`src/rtl/viterbi_pkg.sv`:
```
// Shared sizes and state encoding for the rate-1/2 Viterbi decode path.
package viterbi_pkg;

   localparam int unsigned FRAME_BITS = 32;
   localparam int unsigned SYM_W      = 2;
   localparam int unsigned ENC_BITS   = 2 * FRAME_BITS;

   typedef enum logic [1:0] {
      FILL = 2'd0,
      RUN  = 2'd1,
      HOLD = 2'd2
   } state_e;

endpackage

```
`src/rtl/viterbi_sym_packer.sv`:
```
// Indexed frame register: symbol k lands in frame[2k+1:2k], first symbol in the LSBs.
module viterbi_sym_packer #(
   parameter int unsigned FRAME_BITS = viterbi_pkg::FRAME_BITS,
   parameter int unsigned IDX_W      = (FRAME_BITS > 1) ? $clog2(FRAME_BITS) : 1
) (
   input  logic                    clk,
   input  logic                    rst,
   input  logic                    wr_en,
   input  logic                    clr,
   input  logic [1:0]              sym,
   output logic [2*FRAME_BITS-1:0] frame,
   output logic                    full
);
   import viterbi_pkg::*;

   logic [IDX_W-1:0]        idx_q, idx_d;
   logic [2*FRAME_BITS-1:0] frame_q, frame_d;

   assign full  = (idx_q == IDX_W'(FRAME_BITS - 1));
   assign frame = frame_q;

   // The frame itself is never cleared so the decoder input stays put until overwritten.
   always_comb begin
      idx_d   = idx_q;
      frame_d = frame_q;
      if (clr) begin
         idx_d = '0;
      end else if (wr_en) begin
         frame_d[SYM_W*idx_q +: SYM_W] = sym;
         idx_d = full ? '0 : idx_q + IDX_W'(1);
      end
   end

   always_ff @(posedge clk or posedge rst) begin
      if (rst) begin
         idx_q   <= '0;
         frame_q <= '0;
      end else begin
         idx_q   <= idx_d;
         frame_q <= frame_d;
      end
   end

endmodule

```
`src/rtl/viterbi_frame_ctrl.sv`:
```
// Frame sequencer: packs symbol pairs, launches the decoder core, waits its latency,
// then holds the decoded word until the consumer takes it.
module viterbi_frame_ctrl #(
   parameter int unsigned FRAME_BITS = viterbi_pkg::FRAME_BITS,
   parameter int unsigned DEC_LAT    = 4
) (
   input  logic                    clk,
   input  logic                    rst,
   input  logic                    sym_valid,
   input  logic [1:0]              sym_data,
   output logic                    sym_ready,
   input  logic                    flush,
   output logic [2*FRAME_BITS-1:0] dec_in,
   output logic                    dec_start,
   input  logic [FRAME_BITS-1:0]   dec_out,
   output logic                    out_valid,
   output logic [FRAME_BITS-1:0]   out_data,
   input  logic                    out_ready,
   output logic                    busy,
   output logic [15:0]             frame_cnt
);
   import viterbi_pkg::*;

   localparam logic [3:0] LastWait = 4'(DEC_LAT - 1);

   state_e                  state_q, state_d;
   logic [3:0]              wait_q, wait_d;
   logic                    dec_start_q, dec_start_d;
   logic                    out_valid_q, out_valid_d;
   logic [FRAME_BITS-1:0]   out_data_q, out_data_d;
   logic [15:0]             frame_cnt_q, frame_cnt_d;
   logic                    accept;
   logic                    last_sym;

   assign sym_ready = (state_q == FILL);
   assign busy      = (state_q == RUN) || (state_q == HOLD);
   assign accept    = sym_valid && sym_ready && !flush;

   assign dec_start = dec_start_q;
   assign out_valid = out_valid_q;
   assign out_data  = out_data_q;
   assign frame_cnt = frame_cnt_q;

   viterbi_sym_packer #(
      .FRAME_BITS(FRAME_BITS)
   ) u_packer (
      .clk   (clk),
      .rst   (rst),
      .wr_en (accept),
      .clr   (flush),
      .sym   (sym_data),
      .frame (dec_in),
      .full  (last_sym)
   );

   always_comb begin
      state_d     = state_q;
      wait_d      = wait_q;
      dec_start_d = 1'b0;
      out_valid_d = out_valid_q;
      out_data_d  = out_data_q;
      frame_cnt_d = frame_cnt_q;
      if (flush) begin
         state_d     = FILL;
         wait_d      = '0;
         out_valid_d = 1'b0;
      end else begin
         unique case (state_q)
            FILL: begin
               if (accept && last_sym) begin
                  state_d     = RUN;
                  dec_start_d = 1'b1;
                  wait_d      = '0;
               end
            end
            RUN: begin
               // RUN lasts exactly DEC_LAT cycles; dec_out is sampled in the last one.
               if (wait_q == LastWait) begin
                  out_data_d  = dec_out;
                  out_valid_d = 1'b1;
                  state_d     = HOLD;
                  wait_d      = '0;
               end else begin
                  wait_d = wait_q + 4'd1;
               end
            end
            HOLD: begin
               if (out_ready) begin
                  frame_cnt_d = frame_cnt_q + 16'd1;
                  out_valid_d = 1'b0;
                  state_d     = FILL;
               end
            end
            default: state_d = FILL;
         endcase
      end
   end

   always_ff @(posedge clk or posedge rst) begin
      if (rst) begin
         state_q     <= FILL;
         wait_q      <= '0;
         dec_start_q <= 1'b0;
         out_valid_q <= 1'b0;
         out_data_q  <= '0;
         frame_cnt_q <= '0;
      end else begin
         state_q     <= state_d;
         wait_q      <= wait_d;
         dec_start_q <= dec_start_d;
         out_valid_q <= out_valid_d;
         out_data_q  <= out_data_d;
         frame_cnt_q <= frame_cnt_d;
      end
   end

endmodule

```
`config.mk`:
```
export PLATFORM = sky130hd
export DESIGN_NAME = viterbi_frame_ctrl
export DESIGN_NICKNAME = d
export VERILOG_FILES = /design/src/rtl/viterbi_pkg.sv /design/src/rtl/viterbi_sym_packer.sv /design/src/rtl/viterbi_frame_ctrl.sv
export SDC_FILE = /design/constraint.sdc
export NUM_CORES = 1
export LEC_CHECK = 0
export ABC_CLOCK_PERIOD_IN_PS = 5010
export BUFFER_PORTS_ARGS = -buffer_cell sky130_fd_sc_hd__buf_2
export CAP_MARGIN = 40
export CORE_ASPECT_RATIO = 0.5
export CORE_MARGIN = 3
export CORE_UTILIZATION = 53
export DETAILED_ROUTE_END_ITERATION = 8
export MAX_ROUTING_LAYER = met4
export PLACE_DENSITY = 0.91
export SETUP_SLACK_MARGIN = 0.2
export SKIP_LAST_GASP = 1
export SYNTH_ARGS = -nofsm -noshare
export SYNTH_HDL_FRONTEND = slang
export SYNTH_SLANG_ARGS = --single-unit
```
`constraint.sdc`:
```
create_clock -name clk -period 5.01 [get_ports clk]
set_input_delay 0.501 -clock clk [delete_from_list [all_inputs] [get_ports clk]]
set_output_delay 0.501 -clock clk [all_outputs]
set_load 0.05 [all_outputs]
```
==> results.toml, run 1 <==
[status]
outcome = "completed"

[final_layout]
final_layout_size_suffix_gt1_frac = 0.426
areaGrowthSynthToFinish_pct = 25.7
n_antenna_cell = 0
fill_cells = 743
final_cells = 781
post-route-util = 0.694
final_net_count = 677

[synth]
seq_area_frac_synth = 0.546
cell_area_synth_sq_um = 5730
synthesis.nets = 515
synthDistinctLibCells = 55
yosys_register_bits = 125
yosys_warnings = 0
post_synth_arst_share = 1.00
netlist_instances = 466
synth_flop_cell = "dfrtp_1"
syn_avg_cell_area_sq_um = 12.3
synth_enable_flop_cells = 0

[routing]
drt_wirelength_mm = 13.1
vias = 4298
via_per_inst = 5.50
detailed_routing_iterations_pass_1 = 4
antenna_left = 0
drc = 0
avgRoutedWirePerCell_microns = 16.7
detail_route.iter0.violations = 248

[setup_path]
cpMaxStageDelayCell = "or4_4"
critPathTopFamily = "simple AND/OR/NAND/NOR gates"
critPathBufInv = 1
setup.worst_path.start_class = "flip-flop"
worst_setup_path_startpoint = "u_packer.idx_q[0]$_DFFE_PP0P_"
worstSetupEndpoint = "u_packer.frame[34]$_DFFE_PP0P_"
timing.reg2reg.setup_slack_ns = 1.61
worstSetupPathDepth = 9
critPathMostFrequentCell = "ha_1"
criticalPathCategory = "flip-flop to flip-flop"
reg2reg_from = "u_packer.idx_q[0]$_DFFE_PP0P_"
crit_path_end_kind = "flip-flop"
cp_cell_sequence = "inv_1 -> ha_1 -> nand2b_1 -> nor2_1 -> ha_1 -> or4_4 -> nor3_4 -> nand3_1 -> mux2_1"
critical_path_arrival_ns = 3.69
critical_path.max_fanout = 15
logic_depth_of_the_worst_register_to_register_path = 9
worst_ep_required_time_ns = 5.31
r2r_end = "u_packer.frame[34]$_DFFE_PP0P_"
max_stage_delay_on_crit_path_ns = 0.70

[sta]
timing_max_transition_violations_final = 0
slew_headroom = 0.357
worstMarginPinSlew_ns = 0.958
fin_setup_tns_ns = 0
period_share = 0.678
max_clock_freq_mhz = 294
setup_viol = 0
report.final.hold_viol_count = 0
worst_case_clock_skew_ns = 0.00887
period_minus_slack_ns = 3.40
rsz0062_at_grt = "false"

[clocking]
insertion_delay_ns = 0.41
cts_tree = "yes"
inserted_clock_buffers = 17
root_buffer = "clkbuf_16"
post-cts-setup-buffer-count = 0
clk_pin_slew_worst_paths_ns = 0.06
cts_htree_levels = 4
cts.hold.buffers_added = 0
clock_tree.buffer_depth = 2
cts_num_sinks = 125
post_cts.resized_instances = 0

[flow_run]
cap_viol_max_count = 0

[floorplanning]
row_count = 26
die_area_sq_um = 12200
area_of_the_placeable_core_sq_um = 10400
floorplan.initialDensity = 0.552
floorplan.io_pins = 155
die_height_microns = 79.5
die_width_microns = 153

[global_routing]
grt_first_pass_wirelength_mm = 21.4
groute.usage.overall = 0.226
grt_pass1_vias = 4322
grt-ovfl-total = 0
pin_count_of_the_biggest_net_entering_global_routing = 72
initial_antenna_violation_count = 0

[place]
numPortBuffers = 154
gp_routability_congestion = 0.898
post-place-cells = 749
dp_wirelength_mm = 9.37

[power]
leakagePower_uw = 0.00382
p_per_area_nw_per_um2 = 339
ir_drop_uv = 271

[min_path]
hp-class = "input pin to asynchronous set/reset pin"
==> routing by layer <==
layer  GRT usage  routed length (microns)  vias to the layer above  part of all wire
met3      0.0644                      816                       29             0.062
met5           -                        0                        -                 0
met1       0.275                     5590                     2138              0.43
met2       0.364                     6420                      154              0.49
li1            -                        -                     1977                 -
met4      0.0898                      242                        0             0.019
==> cells by family (layout without fill, tap and decap cells) <==
| logic type | count (synthesis) | count (layout) | share of synthesized area |
|---|---|---|---|
| flip-flops | 125 | 125 | 0.546 |
| XOR/XNOR | 20 | 20 | 0.0319 |
| adder cells (fa/ha/maj) | 10 | 10 | 0.0218 |
| multiplexers | 92 | 92 | 0.180 |
| AO/OA/AOI/OAI | 40 | 40 | 0.0480 |
| AND/OR/NAND/NOR | 157 | 157 | 0.150 |
| buffers and inverters | 22 | 197 | 0.0231 |
==> cells in the final DEF (no fill, tap or decap), types with 4 or more instances in the layout <==
cell type and n:
nand2_1 38, xor2_1 4, nor3_1 16, o41ai_1 8, xnor2_1 15, clkinvlp_4 5
dfrtp_1 125, buf_2 154, nor2_1 40, nand2b_1 4, nor2b_1 6, o21ai_0 14
ha_1 10, nand4_1 4, a21oi_1 6, nand3_1 16, mux2_2 65, inv_1 8
mux2_1 24, clkbuf_16 17
==> where the power goes <==
part           switching, uW  leakage (uW)  internal [uW]
sequential              9.70       0.00174           1020
combinational            115       0.00180           45.6
clock                    461      0.000284            794
==> stage by stage <==
step	area (sq um)	setup slack [ns]	total power, uW	hold slack (ns)
floorplan	5730	1.18	1160	0.474
global placement	6600	1.79	1200	0.456
detailed placement	6600	1.66	1210	0.480
CTS	7210	1.61	2470	0.288
global route	7210	1.39	2530	0.305
finish	7210	1.61	2440	0.239
==> cell type report <==
cell class | count | area (sq um) | share of cell area
clock buffer | 18 | 439 | 0.0609
clock inverter | 14 | 169 | 0.0234
inverter | 9 | 36.3 | 0.00504
multi-input combinational | 319 | 2470 | 0.343
sequential | 125 | 3130 | 0.434
tap | 140 | 175 | 0.0243
timing repair buffer | 156 | 786 | 0.109
==> sequential cells by signal (all words and copies together), names as in the netlist <==
| register | cells |
|---|---|
| wait_q | 4 |
| u_packer.idx_q | 5 |
| u_packer.frame | 64 |
| frame_cnt | 16 |
| out_data | 32 |
| out_valid | 1 |
| state_q | 2 |
| dec_start | 1 |
==> worst register-to-register path: cells and delay by family (launching register included) <==
| family | cells | cell delay (ns) |
|---|---|---|
| adder cells (fa/ha/maj) | 2 | 0.81 |
| buffers and inverters | 1 | 0.17 |
| flip-flops | 1 | 0.58 |
| multiplexers | 1 | 0.35 |
| AND/OR/NAND/NOR | 5 | 1.39 |
==> Yosys cell counts (all sizes together) (3+ instances only) <==
cell / count / area share
a21oi: 6 / 0.0052
buf: 9 / 0.011
clkbuf: 4 / 0.0061
dfrtp: 125 / 0.55
ha: 10 / 0.022
inv: 9 / 0.0059
mux2: 89 / 0.17
mux2i: 3 / 0.0052
nand2: 38 / 0.025
nand2b: 4 / 0.0044
nand3: 18 / 0.017
nand4: 4 / 0.0044
nor2: 41 / 0.027
nor2b: 6 / 0.0065
nor3: 19 / 0.022
o21ai: 14 / 0.012
o22a: 3 / 0.0061
o41ai: 8 / 0.012
or3: 5 / 0.0081
or4: 3 / 0.0052
xnor2: 15 / 0.023
xor2: 5 / 0.0089
==> worst min-delay path by stage <==
stage	slack, ns	cells after the start	start	end
6_report	0.24	2	rst	u_packer.frame[15]$_DFFE_PP0P_
5_1_grt	0.31	2	dec_out[8]	out_data[8]$_DFFE_PP0P_
4_1_cts	0.29	2	rst	u_packer.frame[15]$_DFFE_PP0P_
3_5_place_dp	0.48	1	u_packer.frame[52]$_DFFE_PP0P_	u_packer.frame[52]$_DFFE_PP0P_
3_3_place_gp	0.46	1	frame_cnt[15]$_DFFE_PP0P_	frame_cnt[15]$_DFFE_PP0P_
2_1_floorplan	0.47	2	wait_q[1]$_DFFE_PP0P_	wait_q[1]$_DFFE_PP0P_
No activity file was read; power rests on OpenSTA's default activity.
==> run 2: changes to the inputs <==
--- a/config.mk
+++ b/config.mk
@@ -5,15 +5,15 @@
 export SDC_FILE = /design/constraint.sdc
 export NUM_CORES = 1
 export LEC_CHECK = 0
-export ABC_CLOCK_PERIOD_IN_PS = 5010
+export ABC_CLOCK_PERIOD_IN_PS = 2900
 export BUFFER_PORTS_ARGS = -buffer_cell sky130_fd_sc_hd__buf_2
 export CAP_MARGIN = 40
 export CORE_ASPECT_RATIO = 0.5
 export CORE_MARGIN = 3
-export CORE_UTILIZATION = 53
+export CORE_UTILIZATION = 48
 export DETAILED_ROUTE_END_ITERATION = 8
 export MAX_ROUTING_LAYER = met4
-export PLACE_DENSITY = 0.91
+export PLACE_DENSITY = 0.88
 export SETUP_SLACK_MARGIN = 0.2
 export SKIP_LAST_GASP = 1
 export SYNTH_ARGS = -nofsm -noshare
==> constraint.sdc (replaced) <==
create_clock -name clk -period 2.9 [get_ports clk]
set_input_delay 0.29 -clock clk [delete_from_list [all_inputs] [get_ports clk]]
set_output_delay 0.29 -clock clk [all_outputs]
set_load 0.05 [all_outputs]
==> run 2 against run 1 <==
Against the previous run:
- maximum frequency increased by 29%
- global-route usage shrank 0.25 points
- die area increased by 9.8%
- clock skew grew 0.0049 ns
- power rose by 76%
- cell count rose by 4.4%
- critical path depth did not move
- combinational power increased by 110%
==> results.toml, run 2 (synthesis results as in run 1) <==
[floorplanning]
floorplan.initialDensity = 0.507
die_area_sq_um = 13400
floorplan.io_pins = 155
row_count = 27
area_of_the_placeable_core_sq_um = 11300
die_width_microns = 161
die_height_microns = 83.3

[global_routing]
grt-ovfl-total = 0
pin_count_of_the_biggest_net_entering_global_routing = 126
groute.usage.overall = 0.224
grt_pass1_vias = 4477
grt_first_pass_wirelength_mm = 23.2
initial_antenna_violation_count = 0

[setup_path]
critPathBufInv = 1
critical_path.max_fanout = 8
cp_cell_sequence = "inv_2 -> ha_4 -> nand2b_4 -> nor2_4 -> ha_4 -> or4_4 -> nor3_4 -> nand2_1 -> mux2_1"
critPathTopFamily = "simple AND/OR/NAND/NOR gates"
max_stage_delay_on_crit_path_ns = 0.60
crit_path_end_kind = "flip-flop"
cpMaxStageDelayCell = "or4_4"
setup.worst_path.start_class = "flip-flop"
critPathMostFrequentCell = "ha_4"
critical_path_arrival_ns = 2.93
criticalPathCategory = "flip-flop to flip-flop"
worst_ep_required_time_ns = 3.20

[sta]
setup_slack_ns = 0.264
period_minus_slack_ns = 2.64
max_clock_freq_mhz = 379
rsz0062_at_grt = "false"
worstMarginPinSlew_ns = 0.830
fin_setup_tns_ns = 0
period_share = 0.909
report.final.hold_viol_count = 0
slew_headroom = 0.443
setup_viol = 0
final.hold.worst_slack_ns = 0.00837
timing_max_transition_violations_final = 0
worst_case_clock_skew_ns = 0.0137

[clocking]
inserted_clock_buffers = 17
cts_tree = "yes"
insertion_delay_ns = 0.42
root_buffer = "clkbuf_16"
clock_tree.buffer_depth = 2
cts.hold.buffers_added = 0
cts_htree_levels = 4
cts_num_sinks = 125
clk_pin_slew_worst_paths_ns = 0.06

[power]
p_per_area_nw_per_um2 = 576
leakagePower_uw = 0.00392
ir_drop_uv = 387

[routing]
drc = 0
detailed_routing_iterations_pass_1 = 6
antenna_left = 0
vias = 4564
detail_route.iter0.violations = 420
avgRoutedWirePerCell_microns = 17.9
via_per_inst = 5.60
drt_wirelength_mm = 14.6

[final_layout]
areaGrowthSynthToFinish_pct = 30.5
multi_input_area_sq_um = 2600
register_cell_area_after_layout_sq_um = 3130
commonest_non_fill_non_tap_cell_in_the_layout = "buf_2"
final_layout_size_suffix_gt1_frac = 0.468
design_area_sq_um = 7480
final_net_count = 692
n_antenna_cell = 0
largest_register_ff_count = 64
post-route-util = 0.661
fill_cells = 817
layout.cells.most_common_list = "buf_2, dfrtp_1, mux2_2"

[flow_run]
cap_viol_max_count = 0

[place]
placedInstanceArea_sq_um = 6720
pre_cts_slack_ns = 0.154
numPortBuffers = 154
gp_routability_congestion = 0.877
dp_wirelength_mm = 9.88

[min_path]
hp-class = "input pin to asynchronous set/reset pin"

[status]
outcome = "completed"
run 2: cell types whose count changed in the layout (fill, tap and decap cells not counted), moves of 4 or more:
cell / previous run / this run
mux2_1: 24 / 19
nor2_1: 40 / 35
buf_4: 2 / 15
mux2_4: 0 / 5
nor2_4: 0 / 5
inv_6: 1 / 5
run 2: final timing paths:
kind                                          startpoint  slack (ns)                              to  cells after the start
setup / recovery           u_packer.idx_q[1]$_DFFE_PP0P_        0.26  u_packer.frame[55]$_DFFE_PP0P_                      9
hold / removal                                       rst       0.008       frame_cnt[15]$_DFFE_PP0P_                      3
setup reg to reg           u_packer.idx_q[1]$_DFFE_PP0P_        0.26  u_packer.frame[55]$_DFFE_PP0P_                      9
hold reg to reg                frame_cnt[15]$_DFFE_PP0P_        0.48       frame_cnt[15]$_DFFE_PP0P_                      1
max in group asynchronous                            rst        2.28   u_packer.idx_q[1]$_DFFE_PP0P_                      3
min in group clk                              dec_out[8]        0.08         out_data[8]$_DFFE_PP0P_                      2
run 2: stage by stage:
step / power [uW] / cells
after floorplan: 2010 / 466
final: 4310 / 815
after global routing: 4450 / 815
after detailed placement: 2100 / 773
after global placement: 2090 / 773
after CTS: 4300 / 806
run 2: worst min-delay path, stage by stage:
cell and delay, ns:
buf_2 0.11, clkinvlp_4 0.07, buf_12 0.44
run 2: final cells by class:
type                       instances  area share
sequential                       125       0.418
multi-input combinational        320       0.347
timing repair buffer             170       0.121
clock buffer                      17      0.0569
tap                              159      0.0266
clock inverter                    15      0.0248
inverter                           9     0.00535
run 2: layer usage:
layer / share of wire / wire length, microns / GRT usage / vias up
li1: - / - / - / 2033
met1: 0.42 / 6120 / 0.278 / 2259
met2: 0.48 / 7050 / 0.351 / 240
met3: 0.078 / 1130 / 0.0583 / 32
met4: 0.021 / 314 / 0.0913 / 0
met5: 0 / 0 / - / -
run 2: repair_timing:
item,CTS,global route
resized for setup,2,16
buffers inserted,1,8
setup endpoints to repair,13,46
cloned,0,1
pin swaps,1,6
run 2: where the power goes:
group	internal, uW	leakage, uW	switching [uW]
Sequential	1760	0.00174	10.3
Clock	1360	0.000283	840
Combinational	106	0.00190	229
Total	3230	0.00392	1080
